<file path="config.mk">
export PLATFORM = sky130hd
export DESIGN_NAME = ram_access_ctrl_flat
export DESIGN_NICKNAME = d
export VERILOG_FILES = /design/src/rtl/ram_pkg.sv /design/src/rtl/ram_access_ctrl_if.sv /design/src/rtl/ram_fill_counter.sv /design/src/rtl/ram_access_ctrl.sv /design/src/flat_wrapper.sv
export SDC_FILE = /design/constraint.sdc
export NUM_CORES = 1
export LEC_CHECK = 0
export BUFFER_PORTS_ARGS = -buffer_cell sky130_fd_sc_hd__buf_2
export CAP_MARGIN = 20
export CORE_ASPECT_RATIO = 2
export CORE_MARGIN = 3
export CORE_UTILIZATION = 49
export CTS_CLUSTER_SIZE = 40
export DETAILED_ROUTE_END_ITERATION = 7
export PLACE_DENSITY_LB_ADDON = 0.25
export SYNTH_ARGS = -nofsm -noshare
export SYNTH_HDL_FRONTEND = slang
export SYNTH_SLANG_ARGS = --single-unit
</file>
<file path="constraint.sdc">
create_clock -name clk -period 2.41 [get_ports clk]
set_clock_uncertainty 0.1 [all_clocks]
set_input_delay 0.1205 -clock clk [delete_from_list [all_inputs] [get_ports clk]]
set_output_delay 0.1205 -clock clk [all_outputs]
set_load 0.01 [all_outputs]
</file>
<file path="src/rtl/ram_pkg.sv">
// rtl/ram_pkg.sv - shared defaults and FSM encoding for the RAM access controller
package ram_pkg;

  localparam int DEF_DATA_WIDTH = 8;
  localparam int DEF_DEPTH      = 256;
  localparam int DEF_ADDR_WIDTH = 8;

  typedef enum logic [2:0] {
    ST_IDLE    = 3'd0,
    ST_WR      = 3'd1,
    ST_RD_ADDR = 3'd2,
    ST_RD_DATA = 3'd3,
    ST_FILL    = 3'd4
  } state_e;

endpackage

</file>
<file path="src/rtl/ram_access_ctrl_if.sv">
// rtl/ram_access_ctrl_if.sv - command/response port of the RAM access controller
interface ram_access_ctrl_if #(
  parameter int ADDR_WIDTH = 8,
  parameter int DATA_WIDTH = 8
) ();

  logic                  cmd_valid;
  logic                  cmd_ready;
  logic                  cmd_write;
  logic [ADDR_WIDTH-1:0] cmd_addr;
  logic [DATA_WIDTH-1:0] cmd_wdata;
  logic                  rsp_valid;
  logic [DATA_WIDTH-1:0] rsp_data;
  logic                  rsp_err;

  modport master (
    output cmd_valid, cmd_write, cmd_addr, cmd_wdata,
    input  cmd_ready, rsp_valid, rsp_data, rsp_err
  );

  modport slave (
    input  cmd_valid, cmd_write, cmd_addr, cmd_wdata,
    output cmd_ready, rsp_valid, rsp_data, rsp_err
  );

endinterface

</file>
<file path="src/rtl/ram_fill_counter.sv">
// rtl/ram_fill_counter.sv - fill address counter, saturates at DEPTH-1 and flags terminal count
module ram_fill_counter #(
  parameter int ADDR_WIDTH = 8,
  parameter int DEPTH      = 256
) (
  input  logic                  clk,
  input  logic                  rst,
  input  logic                  load_i,
  input  logic                  en_i,
  output logic [ADDR_WIDTH-1:0] cnt_o,
  output logic                  tc_o
);

  localparam logic [ADDR_WIDTH-1:0] LAST = ADDR_WIDTH'(DEPTH - 1);

  logic [ADDR_WIDTH-1:0] cnt_q, cnt_d;

  assign tc_o  = (cnt_q == LAST);
  assign cnt_o = cnt_q;

  // Never steps past LAST, so unused address space above DEPTH-1 is not touched.
  always_comb begin
    cnt_d = cnt_q;
    if (load_i) begin
      cnt_d = '0;
    end else if (en_i && !tc_o) begin
      cnt_d = cnt_q + ADDR_WIDTH'(1);
    end
  end

  always_ff @(posedge clk or posedge rst) begin
    if (rst) begin
      cnt_q <= '0;
    end else begin
      cnt_q <= cnt_d;
    end
  end

endmodule

</file>
<file path="src/rtl/ram_access_ctrl.sv">
// rtl/ram_access_ctrl.sv - command front-end for a single-port RAM with registered-address reads
module ram_access_ctrl
  import ram_pkg::*;
#(
  parameter int DATA_WIDTH = DEF_DATA_WIDTH,
  parameter int DEPTH      = DEF_DEPTH,
  parameter int ADDR_WIDTH = DEF_ADDR_WIDTH
) (
  input  logic                  clk,
  input  logic                  rst,
  ram_access_ctrl_if.slave      bus,
  input  logic                  fill_start,
  input  logic [DATA_WIDTH-1:0] fill_value,
  output logic                  fill_busy,
  output logic                  fill_done,
  output logic                  ram_wren,
  output logic [ADDR_WIDTH-1:0] ram_address,
  output logic [DATA_WIDTH-1:0] ram_data,
  input  logic [DATA_WIDTH-1:0] ram_q
);

  localparam int unsigned DEPTH_U = DEPTH;

  state_e                state_q, state_d;
  logic                  wren_q, wren_d;
  logic [ADDR_WIDTH-1:0] addr_q, addr_d;
  logic [DATA_WIDTH-1:0] data_q, data_d;
  logic                  rsp_valid_q, rsp_valid_d;
  logic [DATA_WIDTH-1:0] rsp_data_q, rsp_data_d;
  logic                  rsp_err_q, rsp_err_d;
  logic                  busy_q, busy_d;
  logic                  done_q, done_d;
  logic                  rd_err_q, rd_err_d;

  logic                  cmd_ready, cmd_fire, cmd_in_range;
  logic                  cnt_load, cnt_en, cnt_tc;
  logic [ADDR_WIDTH-1:0] cnt;

  ram_fill_counter #(
    .ADDR_WIDTH(ADDR_WIDTH),
    .DEPTH     (DEPTH)
  ) u_fill_cnt (
    .clk   (clk),
    .rst   (rst),
    .load_i(cnt_load),
    .en_i  (cnt_en),
    .cnt_o (cnt),
    .tc_o  (cnt_tc)
  );

  assign cmd_ready    = (state_q == ST_IDLE) && !fill_start && !rst;
  assign cmd_fire     = bus.cmd_valid && cmd_ready;
  assign cmd_in_range = 32'(bus.cmd_addr) < DEPTH_U;

  always_comb begin
    state_d     = state_q;
    wren_d      = 1'b0;
    addr_d      = addr_q;
    data_d      = data_q;
    rsp_valid_d = 1'b0;
    rsp_data_d  = rsp_data_q;
    rsp_err_d   = 1'b0;
    busy_d      = 1'b0;
    done_d      = 1'b0;
    rd_err_d    = rd_err_q;
    cnt_load    = 1'b0;
    cnt_en      = 1'b0;
    unique case (state_q)
      ST_IDLE: begin
        if (fill_start) begin
          state_d  = ST_FILL;
          cnt_load = 1'b1;
          wren_d   = 1'b1;
          addr_d   = '0;
          data_d   = fill_value;
          busy_d   = 1'b1;
        end else if (cmd_fire) begin
          addr_d = bus.cmd_addr;
          if (bus.cmd_write) begin
            state_d   = ST_WR;
            data_d    = bus.cmd_wdata;
            wren_d    = cmd_in_range;
            rsp_err_d = !cmd_in_range;
          end else begin
            state_d  = ST_RD_ADDR;
            rd_err_d = !cmd_in_range;
          end
        end
      end
      ST_WR:      state_d = ST_IDLE;
      ST_RD_ADDR: state_d = ST_RD_DATA;
      ST_RD_DATA: begin
        // ram_q now reflects the address registered by the RAM on the previous edge.
        state_d     = ST_IDLE;
        rsp_valid_d = 1'b1;
        rsp_err_d   = rd_err_q;
        rsp_data_d  = rd_err_q ? '0 : ram_q;
      end
      ST_FILL: begin
        if (cnt_tc) begin
          state_d = ST_IDLE;
          done_d  = 1'b1;
        end else begin
          cnt_en = 1'b1;
          wren_d = 1'b1;
          addr_d = cnt + ADDR_WIDTH'(1);
          busy_d = 1'b1;
        end
      end
      default: state_d = ST_IDLE;
    endcase
  end

  always_ff @(posedge clk or posedge rst) begin
    if (rst) begin
      state_q     <= ST_IDLE;
      wren_q      <= 1'b0;
      addr_q      <= '0;
      data_q      <= '0;
      rsp_valid_q <= 1'b0;
      rsp_data_q  <= '0;
      rsp_err_q   <= 1'b0;
      busy_q      <= 1'b0;
      done_q      <= 1'b0;
      rd_err_q    <= 1'b0;
    end else begin
      state_q     <= state_d;
      wren_q      <= wren_d;
      addr_q      <= addr_d;
      data_q      <= data_d;
      rsp_valid_q <= rsp_valid_d;
      rsp_data_q  <= rsp_data_d;
      rsp_err_q   <= rsp_err_d;
      busy_q      <= busy_d;
      done_q      <= done_d;
      rd_err_q    <= rd_err_d;
    end
  end

  assign bus.cmd_ready = cmd_ready;
  assign bus.rsp_valid = rsp_valid_q;
  assign bus.rsp_data  = rsp_data_q;
  assign bus.rsp_err   = rsp_err_q;
  assign ram_wren      = wren_q;
  assign ram_address   = addr_q;
  assign ram_data      = data_q;
  assign fill_busy     = busy_q;
  assign fill_done     = done_q;

endmodule

</file>
<file path="src/flat_wrapper.sv">
// flat-port wrapper written by rule: the top's interface ports become plain ports
module ram_access_ctrl_flat import ram_pkg::*;
#(
  parameter int DATA_WIDTH = DEF_DATA_WIDTH,
  parameter int DEPTH      = DEF_DEPTH,
  parameter int ADDR_WIDTH = DEF_ADDR_WIDTH
)
  (clk, rst, fill_start, fill_value, fill_busy, fill_done, ram_wren, ram_address, ram_data, ram_q, bus_cmd_valid, bus_cmd_write, bus_cmd_addr, bus_cmd_wdata, bus_cmd_ready, bus_rsp_valid, bus_rsp_data, bus_rsp_err);
  ram_access_ctrl_if #(.ADDR_WIDTH(ADDR_WIDTH), .DATA_WIDTH(DATA_WIDTH)) bus_i ();
  input  logic clk;
  input  logic rst;
  input  logic fill_start;
  input  logic [DATA_WIDTH-1:0] fill_value;
  output logic fill_busy;
  output logic fill_done;
  output logic ram_wren;
  output logic [ADDR_WIDTH-1:0] ram_address;
  output logic [DATA_WIDTH-1:0] ram_data;
  input  logic [DATA_WIDTH-1:0] ram_q;
  input wire logic [$bits(bus_i.cmd_valid)-1:0] bus_cmd_valid;
  input wire logic [$bits(bus_i.cmd_write)-1:0] bus_cmd_write;
  input wire logic [$bits(bus_i.cmd_addr)-1:0] bus_cmd_addr;
  input wire logic [$bits(bus_i.cmd_wdata)-1:0] bus_cmd_wdata;
  output wire logic [$bits(bus_i.cmd_ready)-1:0] bus_cmd_ready;
  output wire logic [$bits(bus_i.rsp_valid)-1:0] bus_rsp_valid;
  output wire logic [$bits(bus_i.rsp_data)-1:0] bus_rsp_data;
  output wire logic [$bits(bus_i.rsp_err)-1:0] bus_rsp_err;
  assign bus_i.cmd_valid = bus_cmd_valid;
  assign bus_i.cmd_write = bus_cmd_write;
  assign bus_i.cmd_addr = bus_cmd_addr;
  assign bus_i.cmd_wdata = bus_cmd_wdata;
  assign bus_cmd_ready = bus_i.cmd_ready;
  assign bus_rsp_valid = bus_i.rsp_valid;
  assign bus_rsp_data = bus_i.rsp_data;
  assign bus_rsp_err = bus_i.rsp_err;
  ram_access_ctrl #(.DATA_WIDTH(DATA_WIDTH), .DEPTH(DEPTH), .ADDR_WIDTH(ADDR_WIDTH)) u_core (.clk(clk), .rst(rst), .bus(bus_i), .fill_start(fill_start), .fill_value(fill_value), .fill_busy(fill_busy), .fill_done(fill_done), .ram_wren(ram_wren), .ram_address(ram_address), .ram_data(ram_data), .ram_q(ram_q));
endmodule
</file>
==> results of run 1 <==
==> state kept, by name (all words and copies together), names as in the netlist <==
register	count
u_core.ram_data	8
u_core.bus.rsp_valid	1
u_core.u_fill_cnt.cnt_o	8
u_core.state_q	3
u_core.bus.rsp_data	8
u_core.ram_address	8
u_core.fill_done	1
u_core.ram_wren	1
u_core.fill_busy	1
==> cell families (layout without fill, tap and decap cells) <==
family | Yosys count | count (layout) | synth area share
other cells | 1 | 1 | 0.00194
buf+inv | 20 | 93 | 0.0487
mux | 14 | 14 | 0.0805
fa+ha+maj | 1 | 1 | 0.00649
compound gates | 43 | 43 | 0.130
flops | 39 | 39 | 0.506
xor+xnor | 3 | 3 | 0.0136
simple gates | 84 | 84 | 0.213
==> power by group through the flow <==
stage	sequential [uW]	clock [uW]	combinational [uW]
after global routing	1050	514	751
after global placement	1030	0	650
after floorplan	1030	0	417
after detailed placement	1030	0	658
after CTS	1020	484	671
final	1020	473	664
==> metal layers <==
metal	up-vias	track usage
met4	0	0.0854
met2	67	0.394
met3	8	0.0490
met1	795	0.203
met5	-	0
li1	848	-
==> synth_stat cells <==
cell       count
a21boi_0       2
a21boi_2       1
a21oi_1       10
a31oi_1        4
and2_4         1
and3b_1        1
and4_1         1
buf_1          1
buf_2          6
buf_4          1
buf_6          1
clkbuf_1       4
clkinv_1       1
conb_1         1
dfrtp_1       39
ha_1           1
inv_1          6
mux2_4         3
mux2i_1       11
nand2_1       45
nand2b_1       1
nand3_1        5
nand3b_1       6
nand4_1        2
nand4_2        1
nor2_1         7
nor3_1         6
nor3b_1        4
nor4_1         1
o211ai_1       2
o21a_1         1
o21ai_0       19
o21ai_1        1
o2bb2ai_1      1
o31a_1         1
o41ai_1        1
or2_0          1
or2_2          1
or3b_1         1
xor2_1         3
==> timing repair <==
| item | in CTS | in global routing |
|---|---|---|
| endpoints found under the hold margin | 48 | 0 |
| hold buffers | 10 | 0 |
| setup endpoints to repair | 0 | 0 |
==> layout make-up <==
cell class,instances,area [um2],area share
flip-flops and latches,39,976,0.395
multi-input cells,146,858,0.348
inverters,7,26.3,0.0106
clock buffers,8,100,0.0405
repair buffers,78,448,0.181
well taps,49,61.3,0.0248
==> stage by stage <==
| stage | instance area [um2] | power, uW | utilization | hold slack [ps] | setup slack (ps) |
|---|---|---|---|---|---|
| floorplan | 1930 | 1440 | - | 126 | 497 |
| global placement | 2270 | 1680 | 0.616 | 181 | 500 |
| detailed placement | 2270 | 1680 | 0.616 | 188 | 445 |
| CTS | 2470 | 2170 | 0.670 | 11.3 | 423 |
| global route | 2470 | 2320 | 0.670 | 18.6 | 292 |
| finish | 2470 | 2160 | 0.670 | 9.86 | 411 |
==> critical path, stage by stage (launching register included) <==
cell and delay, ps:
dfrtp_1 420, ha_1 310, nand4_2 180, or2_0 360
and2_4 230, mux2_4 300
==> worst max-delay path by stage <==
stage	endpoint	cells past startpoint
after global placement	u_core.ram_address[3]$_DFFE_PP0P_	5
after CTS	u_core.ram_address[4]$_DFFE_PP0P_	5
final	u_core.ram_address[4]$_DFFE_PP0P_	5
after detailed placement	u_core.ram_address[0]$_DFFE_PP0P_	5
after floorplan	u_core.ram_address[0]$_DFFE_PP0P_	7
after global routing	u_core.ram_address[4]$_DFFE_PP0P_	5
==> results.py, run 1 <==
metrics = {
    "outcome": {
        "run_status": "finished, final reports clean",
    },
    "synth": {
        "synth-warning-count": 0,
        "postSynthAreaPerCell_um2": 9.41,
        "synth_area_leaders": "dfrtp_1, nand2_1, mux2i_1",
        "number_of_distinct_library_cells_after_synthesis": 40,
        "synth.top_cell.area_share": 0.506,
        "mappedNetlistArea_um2": 1930,
        "synth_sequential_area_ratio": 0.506,
        "synth_cells": 205,
        "ys_ff_latch": 39,
        "yosys_top_cell_by_area": "dfrtp_1",
        "mappedNetlistNets": 243,
    },
    "drt": {
        "routed-via-count": 1718,
        "routedWlPerCell_um": 13.7,
        "drt-vias-per-instance": 5.25,
        "postRouteWirelength_um": 4490,
        "detailedRoute.firstIterationViolations": 18,
        "final_antenna_net_count": 0,
        "drt-met1-wl_um": 1680,
        "remaining_drc_errors": 0,
        "drt_pre_antenna_iters": 4,
        "wl_met2_um": 2460,
        "highest_layer": "met4",
        "met3RoutedLength_um": 272,
    },
    "power_and_ir_drop": {
        "static-leakage-power_uw": 0.00121,
        "cellInternalPower_uw": 1430,
        "pwr-share-comb": 0.307,
        "power.density_cell_area_nw_per_um2": 875,
        "pwr-share-seq": 0.474,
        "net-switching-power_uw": 728,
        "sw_frac_of_total": 0.337,
        "ir_drop_mv": 0.603,
        "clkPwrFrac": 0.219,
    },
    "global_routing": {
        "globalRouteOverflowTotal": 0,
        "first_global_vias": 1667,
        "grt_start_max_net_pins": 40,
        "grt_pass1_wl_um": 7410,
        "grt_antenna_before_repair": 0,
        "grt_use_total": 0.206,
    },
    "clock_network": {
        "clkTransAtPathRegs_ps": 70,
        "cts_resized": 0,
        "cts.sinks": 39,
        "cts.path.max_buffers": 2,
        "cts_htree_levels": 2,
        "clk-insertion-delay-late_ps": 290,
        "cts_tree": "built",
        "cts.root.buffer_cell": "clkbuf_8",
        "cts_made_buffers": 5,
        "cts_setup_buffers": 0,
    },
    "min_path": {
        "worst_hold_path.num_cells": 3,
        "hold_end": "u_core.ram_data[1]$_DFFE_PP0P_",
        "worst_hold_startpoint": "bus_cmd_wdata[1]",
        "holdCritPathClass": "primary input to flop",
    },
    "sta": {
        "finalSetupViolations": 0,
        "max_clock_freq_mhz": 500,
        "rsz0062_at_grt": "false",
        "fin_tns_setup_ps": 0,
        "final.period_utilization": 0.829,
        "final_max_slew_viol_count": 0,
        "fin_crit_ps": 2000,
        "slew-limit-headroom": 0.383,
        "transition_time_of_the_tightest_slew_check_pin_ps": 919,
        "timing_hold_violations_final": 0,
    },
    "placement": {
        "place_congestion": 0.907,
        "placed_cells": 309,
        "io_buffer_count": 65,
        "detailedPlacementHpwl_um": 3380,
    },
    "floorplanning": {
        "fp-row-count": 31,
        "floorplan.io_pins": 67,
        "dieWidth_um": 50.4,
        "initial_utilization": 0.523,
        "floorplan.die_area_um2": 4770,
        "die_height_um": 94.7,
        "core_region_area_um2": 3680,
    },
    "finish": {
        "final-instance-count-excl-fill": 327,
        "antenna_diode_count": 0,
        "finish.net_count": 315,
        "synthToLayoutAreaGrowth_pct": 28.1,
        "most_frequent_cells_in_the_layout": "buf_2, nand2_1, dfrtp_1",
        "post_route_cells_drive_above_1_share": 0.295,
        "layout.cells.most_common": "buf_2",
        "num-fill-cells": 310,
    },
    "critical_path": {
        "critPathLaunchType": "flop",
        "timing.reg2reg.setup_slack_ps": 410,
        "critical_path_required_ps": 2490,
        "worstPathMaxFanout": 9,
        "critical_path.startpoint": "u_core.u_fill_cnt.cnt_o[0]$_DFFE_PP0P_",
        "crit-reg2reg-capture": "u_core.ram_address[4]$_DFFE_PP0P_",
        "critical_path_arrival_ps": 2080,
        "capturing_element_type_of_the_critical_path": "flop",
        "crit_type": "flop to flop",
        "worstReg2RegStart": "u_core.u_fill_cnt.cnt_o[0]$_DFFE_PP0P_",
        "worst-r2r-cell-count": 5,
    },
    "flow_run": {
        "maximum_capacitance_violations": 0,
    },
}
Note: power is estimated with default switching activity, not from simulation.
==> run 2: changes to the inputs <==
- ABC_AREA: default -> 1
- CORE_UTILIZATION: 49 -> 45
- clock period: 2.41 -> 1.7 ns (I/O delays scaled with it)
==> run 2 against run 1 <==
Effect of this change: die area rose by 9.8%; register-to-register slack got worse by 280 ps; first-iteration DRC count rose to 2.6 times the previous value; wire length rose by 5.7%; maximum frequency rose by 28%; design area rose by 9.2%; power fell by 25%; critical endpoint is now u_core.ram_address[5]$_DFFE_PP0P_.
==> results.py, run 2 <==
metrics = {
    "placement": {
        "place_congestion": 0.842,
        "io_buffer_count": 65,
        "detailedPlacementHpwl_um": 3510,
        "detailedPlace.worstSlack_ps": 158,
    },
    "global_routing": {
        "first_global_vias": 1910,
        "grt_use_total": 0.200,
        "grt_pass1_wl_um": 7960,
        "globalRouteOverflowTotal": 0,
        "grt_antenna_before_repair": 0,
        "grt_start_max_net_pins": 40,
    },
    "critical_path": {
        "critical_path_arrival_ps": 1640,
        "critPathLaunchType": "flop",
        "max_stage_delay_ps": 420,
        "critical_path.startpoint": "u_core.state_q[2]$_DFFE_PP0P_",
        "cp_cell_sequence": "inv_1 -> nand3_4 -> inv_1 -> o21ai_0 -> nand3_2 -> nand2_1 -> nand2_1",
        "timing.reg2reg.setup_slack_ps": 130,
        "cp_num_buf_inv": 2,
        "critical-path-top-delay-family": "simple AND/OR/NAND/NOR gates",
        "worstPathMaxFanout": 8,
        "critical_path_required_ps": 1770,
        "crit_type": "flop to flop",
        "capturing_element_type_of_the_critical_path": "flop",
        "critical_path.slowest_cell": "dfrtp_1",
        "worstReg2RegStart": "u_core.state_q[2]$_DFFE_PP0P_",
    },
    "synth": {
        "number_of_distinct_library_cells_after_synthesis": 27,
        "number_of_enable_type_register_cells_in_the_synthesized_netlist": 0,
        "mappedNetlistArea_um2": 1960,
        "synth.top_cell.area_share": 0.497,
        "ys_ff_latch": 39,
        "synth_sequential_area_ratio": 0.497,
        "synth_area_leaders": "dfrtp_1, nand2_1, nand3_1",
        "synth-warning-count": 0,
        "dominantRegCellSynth": "dfrtp_1",
        "yosys_top_cell_by_area": "dfrtp_1",
        "synthTopCellsByCount": "nand2_1, dfrtp_1, nand3_1",
        "mappedNetlistNets": 283,
        "asyncSetResetFlopFracSynth": 1.00,
        "postSynthAreaPerCell_um2": 8.01,
        "cell_with_the_most_instances_after_synthesis": "nand2_1",
        "synth_cells": 245,
    },
    "floorplanning": {
        "dieWidth_um": 52.7,
        "floorplan.io_pins": 67,
        "die_height_um": 99.4,
        "initial_utilization": 0.470,
        "floorplan.die_area_um2": 5240,
        "core_region_area_um2": 4170,
        "fp-row-count": 33,
    },
    "sta": {
        "finalSetupViolations": 0,
        "final_max_slew_viol_count": 0,
        "max_clock_freq_mhz": 639,
        "fin_tns_setup_ps": 0,
        "fin_crit_ps": 1570,
        "rsz0062_at_grt": "false",
        "setup_slack_ps": 135,
        "timing_hold_violations_final": 0,
        "final.period_utilization": 0.921,
    },
    "power_and_ir_drop": {
        "ir_drop_mv": 0.582,
        "power.density_cell_area_nw_per_um2": 600,
        "static-leakage-power_uw": 0.00146,
        "total_power_uw": 1620,
    },
    "drt": {
        "final_antenna_net_count": 0,
        "postRouteWirelength_um": 4750,
        "routedWlPerCell_um": 12.1,
        "met3RoutedLength_um": 238,
        "drt_pre_antenna_iters": 4,
        "detailedRoute.firstIterationViolations": 46,
        "drt-vias-per-instance": 4.81,
        "drt-met1-wl_um": 1730,
        "highest_layer": "met4",
        "routed-via-count": 1897,
        "remaining_drc_errors": 0,
        "wl_met2_um": 2690,
    },
    "clock_network": {
        "cts_setup_buffers": 0,
        "cts_made_buffers": 5,
        "cts_resized": 0,
        "cts-hold-fix-buffers": 27,
        "clkTransAtPathRegs_ps": 70,
        "clk-insertion-delay-late_ps": 280,
        "cts_htree_levels": 2,
        "cts.root.buffer_cell": "clkbuf_8",
        "cts.sinks": 39,
        "cts_tree": "built",
        "cts.path.max_buffers": 2,
    },
    "finish": {
        "finish.net_count": 381,
        "antenna_diode_count": 0,
        "synthToLayoutAreaGrowth_pct": 37.4,
        "post_route_cells_drive_above_1_share": 0.275,
        "most_frequent_cells_in_the_layout": "nand2_1, buf_2, dfrtp_1",
        "layout.cells.most_common": "nand2_1",
    },
    "flow_run": {
        "maximum_capacitance_violations": 0,
    },
    "min_path": {
        "worst_hold_startpoint": "bus_cmd_addr[5]",
        "holdCritPathClass": "primary input to flop",
    },
    "outcome": {
        "run_status": "finished, final reports clean",
    },
}
run 2: cell types whose count changed in the layout (fill, tap and decap cells not counted), sizes merged, moves of 4 or more:
cell         change
nor3b            -4
nor3             -6
dlygate4sd3     +17
nand3b           -5
nand2           +80
a21oi            -5
nand3           +22
o21ai            -9
inv             +10
mux2i           -11
a31oi            -4
run 2: cell families after synthesis:
kind of cell,Yosys count,share of synthesized area
AOI/OAI and AO/OA,16,0.0466
adders and majority gates,1,0.00638
buffers and inverters,21,0.0446
DFF,39,0.497
other,1,0.00191
and+or+nand+nor,167,0.403
run 2: routing by layer:
metal,vias up,global-route usage
li1,967,-
met4,0,0.0866
met1,867,0.190
met5,-,0
met3,7,0.0450
met2,56,0.382
run 2: through the flow:
step	hold WS [ps]	util	cells	cell area, um2
finish	6.19	0.647	394	2700
global route	19.4	0.647	394	2700
global placement	182	0.564	361	2350
CTS	0.809	0.647	394	2700
detailed placement	187	0.564	361	2350
floorplan	94.6	-	245	1960
run 2: path summary, 6_finish.rpt:
| check | end | cells past startpoint |
|---|---|---|
| worst max-delay path | u_core.ram_address[5]$_DFFE_PP0P_ | 7 |
| worst min-delay path | u_core.ram_address[5]$_DFFE_PP0P_ | 5 |
| max in group asynchronous | u_core.bus.rsp_data[3]$_DFFE_PP0P_ | 4 |
| worst max register to register | u_core.ram_address[5]$_DFFE_PP0P_ | 7 |
| worst min register to register | u_core.bus.rsp_data[6]$_DFFE_PP0P_ | 2 |
| min in group asynchronous | u_core.ram_wren$_DFF_PP0_ | 4 |
run 2: cell type report:
| class | instances | area (um2) |
|---|---|---|
| Clock buffer | 6 | 72.6 |
| Multi-Input combinational cell | 185 | 898 |
| Fill cell | 369 | 1470 |
| Timing Repair Buffer | 95 | 618 |
| Tap cell | 52 | 65.1 |
| Inverter | 17 | 66.3 |
| Sequential cell | 39 | 976 |
run 2: power breakdown:
part | internal [uW] | switching (uW)
combinational | 84.6 | 60.3
clock | 273 | 272
sequential | 928 | 0
run 2: worst register-to-register path: stages, from the launching register on:
cell     delay [ps]
dfrtp_1         420
inv_1           170
nand3_4         140
inv_1            40
o21ai_0         150
nand3_2         240
nand2_1         130
nand2_1          60
==> run 3: changes to the inputs <==
- CORE_ASPECT_RATIO: 2 -> default
- CORE_UTILIZATION: 45 -> 47
- CTS_BUF_LIST: default -> sky130_fd_sc_hd__clkbuf_8
==> run 3 against run 2 <==
Effect of this change: die area shrank 4.8%; core utilization grew 6.5 points; critical path type is now flop to output port; final cell count is the same; critical endpoint is now bus_cmd_ready; largest cell class unchanged; highest routed layer unchanged.
==> results.py, run 3 (synthesis gave the netlist of run 2 again) <==
metrics = {
    "global_routing": {
        "grt_use_total": 0.207,
        "grt_start_max_net_pins": 40,
        "grt_pass1_wl_um": 8310,
        "globalRouteOverflowTotal": 0,
        "grt_antenna_before_repair": 0,
        "first_global_vias": 1879,
    },
    "clock_network": {
        "cts_tree": "built",
        "cts_htree_levels": 2,
        "cts.sinks": 39,
        "clk-insertion-delay-late_ps": 280,
        "cts.path.max_buffers": 2,
        "cts.root.buffer_cell": "clkbuf_8",
        "cts_made_buffers": 5,
        "clkTransAtPathRegs_ps": 70,
    },
    "power_and_ir_drop": {
        "cellInternalPower_uw": 1290,
        "pwr-share-seq": 0.561,
        "pwr-share-comb": 0.091,
        "power.density_cell_area_nw_per_um2": 607,
        "net-switching-power_uw": 362,
        "static-leakage-power_uw": 0.00148,
        "total_power_uw": 1650,
        "clkPwrFrac": 0.348,
        "ir_drop_mv": 0.449,
        "sw_frac_of_total": 0.219,
    },
    "critical_path": {
        "critical_path.slowest_cell": "dfrtp_1",
        "critPathLaunchType": "flop",
        "timing.reg2reg.setup_slack_ps": 180,
        "critical_path_arrival_ps": 1370,
        "critical_path.startpoint": "u_core.state_q[1]$_DFFE_PP0P_",
        "crit_type": "flop to output port",
        "worst-r2r-cell-count": 7,
        "worstPathMaxFanout": 6,
        "worstReg2RegStart": "u_core.u_fill_cnt.cnt_o[0]$_DFFE_PP0P_",
        "capturing_element_type_of_the_critical_path": "output port",
        "cp_num_buf_inv": 1,
        "crit-reg2reg-capture": "u_core.ram_address[4]$_DFFE_PP0P_",
        "critical_path_required_ps": 1510,
        "cp_cell_sequence": "nor2_8 -> nand3_4 -> nor2_4 -> buf_2",
        "critical-path-top-delay-family": "simple AND/OR/NAND/NOR gates",
        "max_stage_delay_ps": 460,
    },
    "floorplanning": {
        "core_region_area_um2": 3830,
        "die_height_um": 70.6,
        "initial_utilization": 0.513,
        "fp-row-count": 22,
        "floorplan.io_pins": 67,
        "floorplan.die_area_um2": 4990,
        "dieWidth_um": 70.6,
    },
    "min_path": {
        "hold_end": "u_core.ram_data[0]$_DFFE_PP0P_",
        "worst_hold_path.num_cells": 5,
        "holdCritPathClass": "primary input to flop",
        "worst_hold_startpoint": "fill_value[0]",
    },
    "sta": {
        "finalSetupViolations": 0,
        "final.period_utilization": 0.915,
        "final_max_slew_viol_count": 0,
        "fin_crit_ps": 1550,
        "timing.hold.ws_ps": 3.86,
        "fin_tns_setup_ps": 0,
        "timing_hold_violations_final": 0,
        "max_clock_freq_mhz": 643,
        "rsz0062_at_grt": "false",
    },
    "finish": {
        "antenna_diode_count": 0,
        "finish.net_count": 383,
        "layout.cells.most_common": "nand2_1",
        "post-route-cell-area_um2": 2720,
        "post_route_cells_drive_above_1_share": 0.277,
        "synthToLayoutAreaGrowth_pct": 38.8,
        "most_frequent_cells_in_the_layout": "nand2_1, buf_2, dfrtp_1",
        "finalCoreUtilization": 0.712,
    },
    "drt": {
        "final_antenna_net_count": 0,
        "drt-vias-per-instance": 4.70,
        "drt_pre_antenna_iters": 4,
        "detailedRoute.firstIterationViolations": 90,
        "postRouteWirelength_um": 4790,
        "routedWlPerCell_um": 12.2,
        "remaining_drc_errors": 0,
        "routed-via-count": 1853,
    },
    "placement": {
        "io_buffer_count": 65,
        "area_post_placement_um2": 2340,
        "place_congestion": 0.935,
        "detailedPlacementHpwl_um": 3160,
    },
    "flow_run": {
        "maximum_capacitance_violations": 0,
    },
    "outcome": {
        "run_status": "finished, final reports clean",
    },
}
-- run 3: per-stage QoR --
stage / setup slack [ps] / instances
2_1_floorplan: 48.2 / 245
3_3_place_gp: 201 / 356
3_5_place_dp: 129 / 356
4_1_cts: 111 / 392
5_1_grt: 31.9 / 394
6_report: 145 / 394
-- run 3: worst max-delay path by stage --
stage,endpoint,slack (ps),depth (start not counted)
after floorplan,u_core.ram_address[5]$_DFFE_PP0P_,50,5
final,bus_cmd_ready,150,4
after global placement,u_core.ram_address[4]$_DFFE_PP0P_,200,7
after CTS,u_core.u_fill_cnt.cnt_o[3]$_DFFE_PP0P_,110,7
after global routing,u_core.u_fill_cnt.cnt_o[5]$_DFFE_PP0P_,30,7
after detailed placement,u_core.u_fill_cnt.cnt_o[3]$_DFFE_PP0P_,130,7
-- run 3: layer usage --
| layer | part of all wire | wire length, um | global-route usage |
|---|---|---|---|
| met1 | 0.46 | 2200 | 0.288 |
| met2 | 0.47 | 2260 | 0.340 |
| met3 | 0.056 | 270 | 0.0327 |
| met4 | 0.011 | 54 | 0.0522 |
| met5 | 0 | 0 | 0 |
-- run 3: what timing repair did --
action                     4_1_cts  5_1_grt
setup endpoints to repair        0       14
hold buffers                    28        0
buffers inserted                 0        2
hold endpoints to repair        59        0
gates resized for setup          0        1
-- run 3: layout make-up --
type                       count  area (um2)
clock buffer                   5        68.8
clock inverter                 3        12.5
fill                         308        1100
inverter                      17        66.3
multi-input combinational    185         903
sequential                    39         976
tap                           48        60.1
timing repair buffer          97         636
-- run 3: worst min-delay path, delay by kind of cell --
| family | cells | cell delay [ps] |
|---|---|---|
| buffers and inverters | 1 | 70 |
| and+or+nand+nor | 4 | 200 |
-- run 3: power groups by stage --
| stage | Clock (uW) | Sequential, uW | Combinational [uW] |
|---|---|---|---|
| after floorplan | 0 | 945 | 38.5 |
| after global routing | 621 | 927 | 167 |
| final | 575 | 927 | 150 |
| after CTS | 586 | 927 | 145 |
| after detailed placement | 0 | 945 | 91.1 |
| after global placement | 0 | 945 | 89.9 |
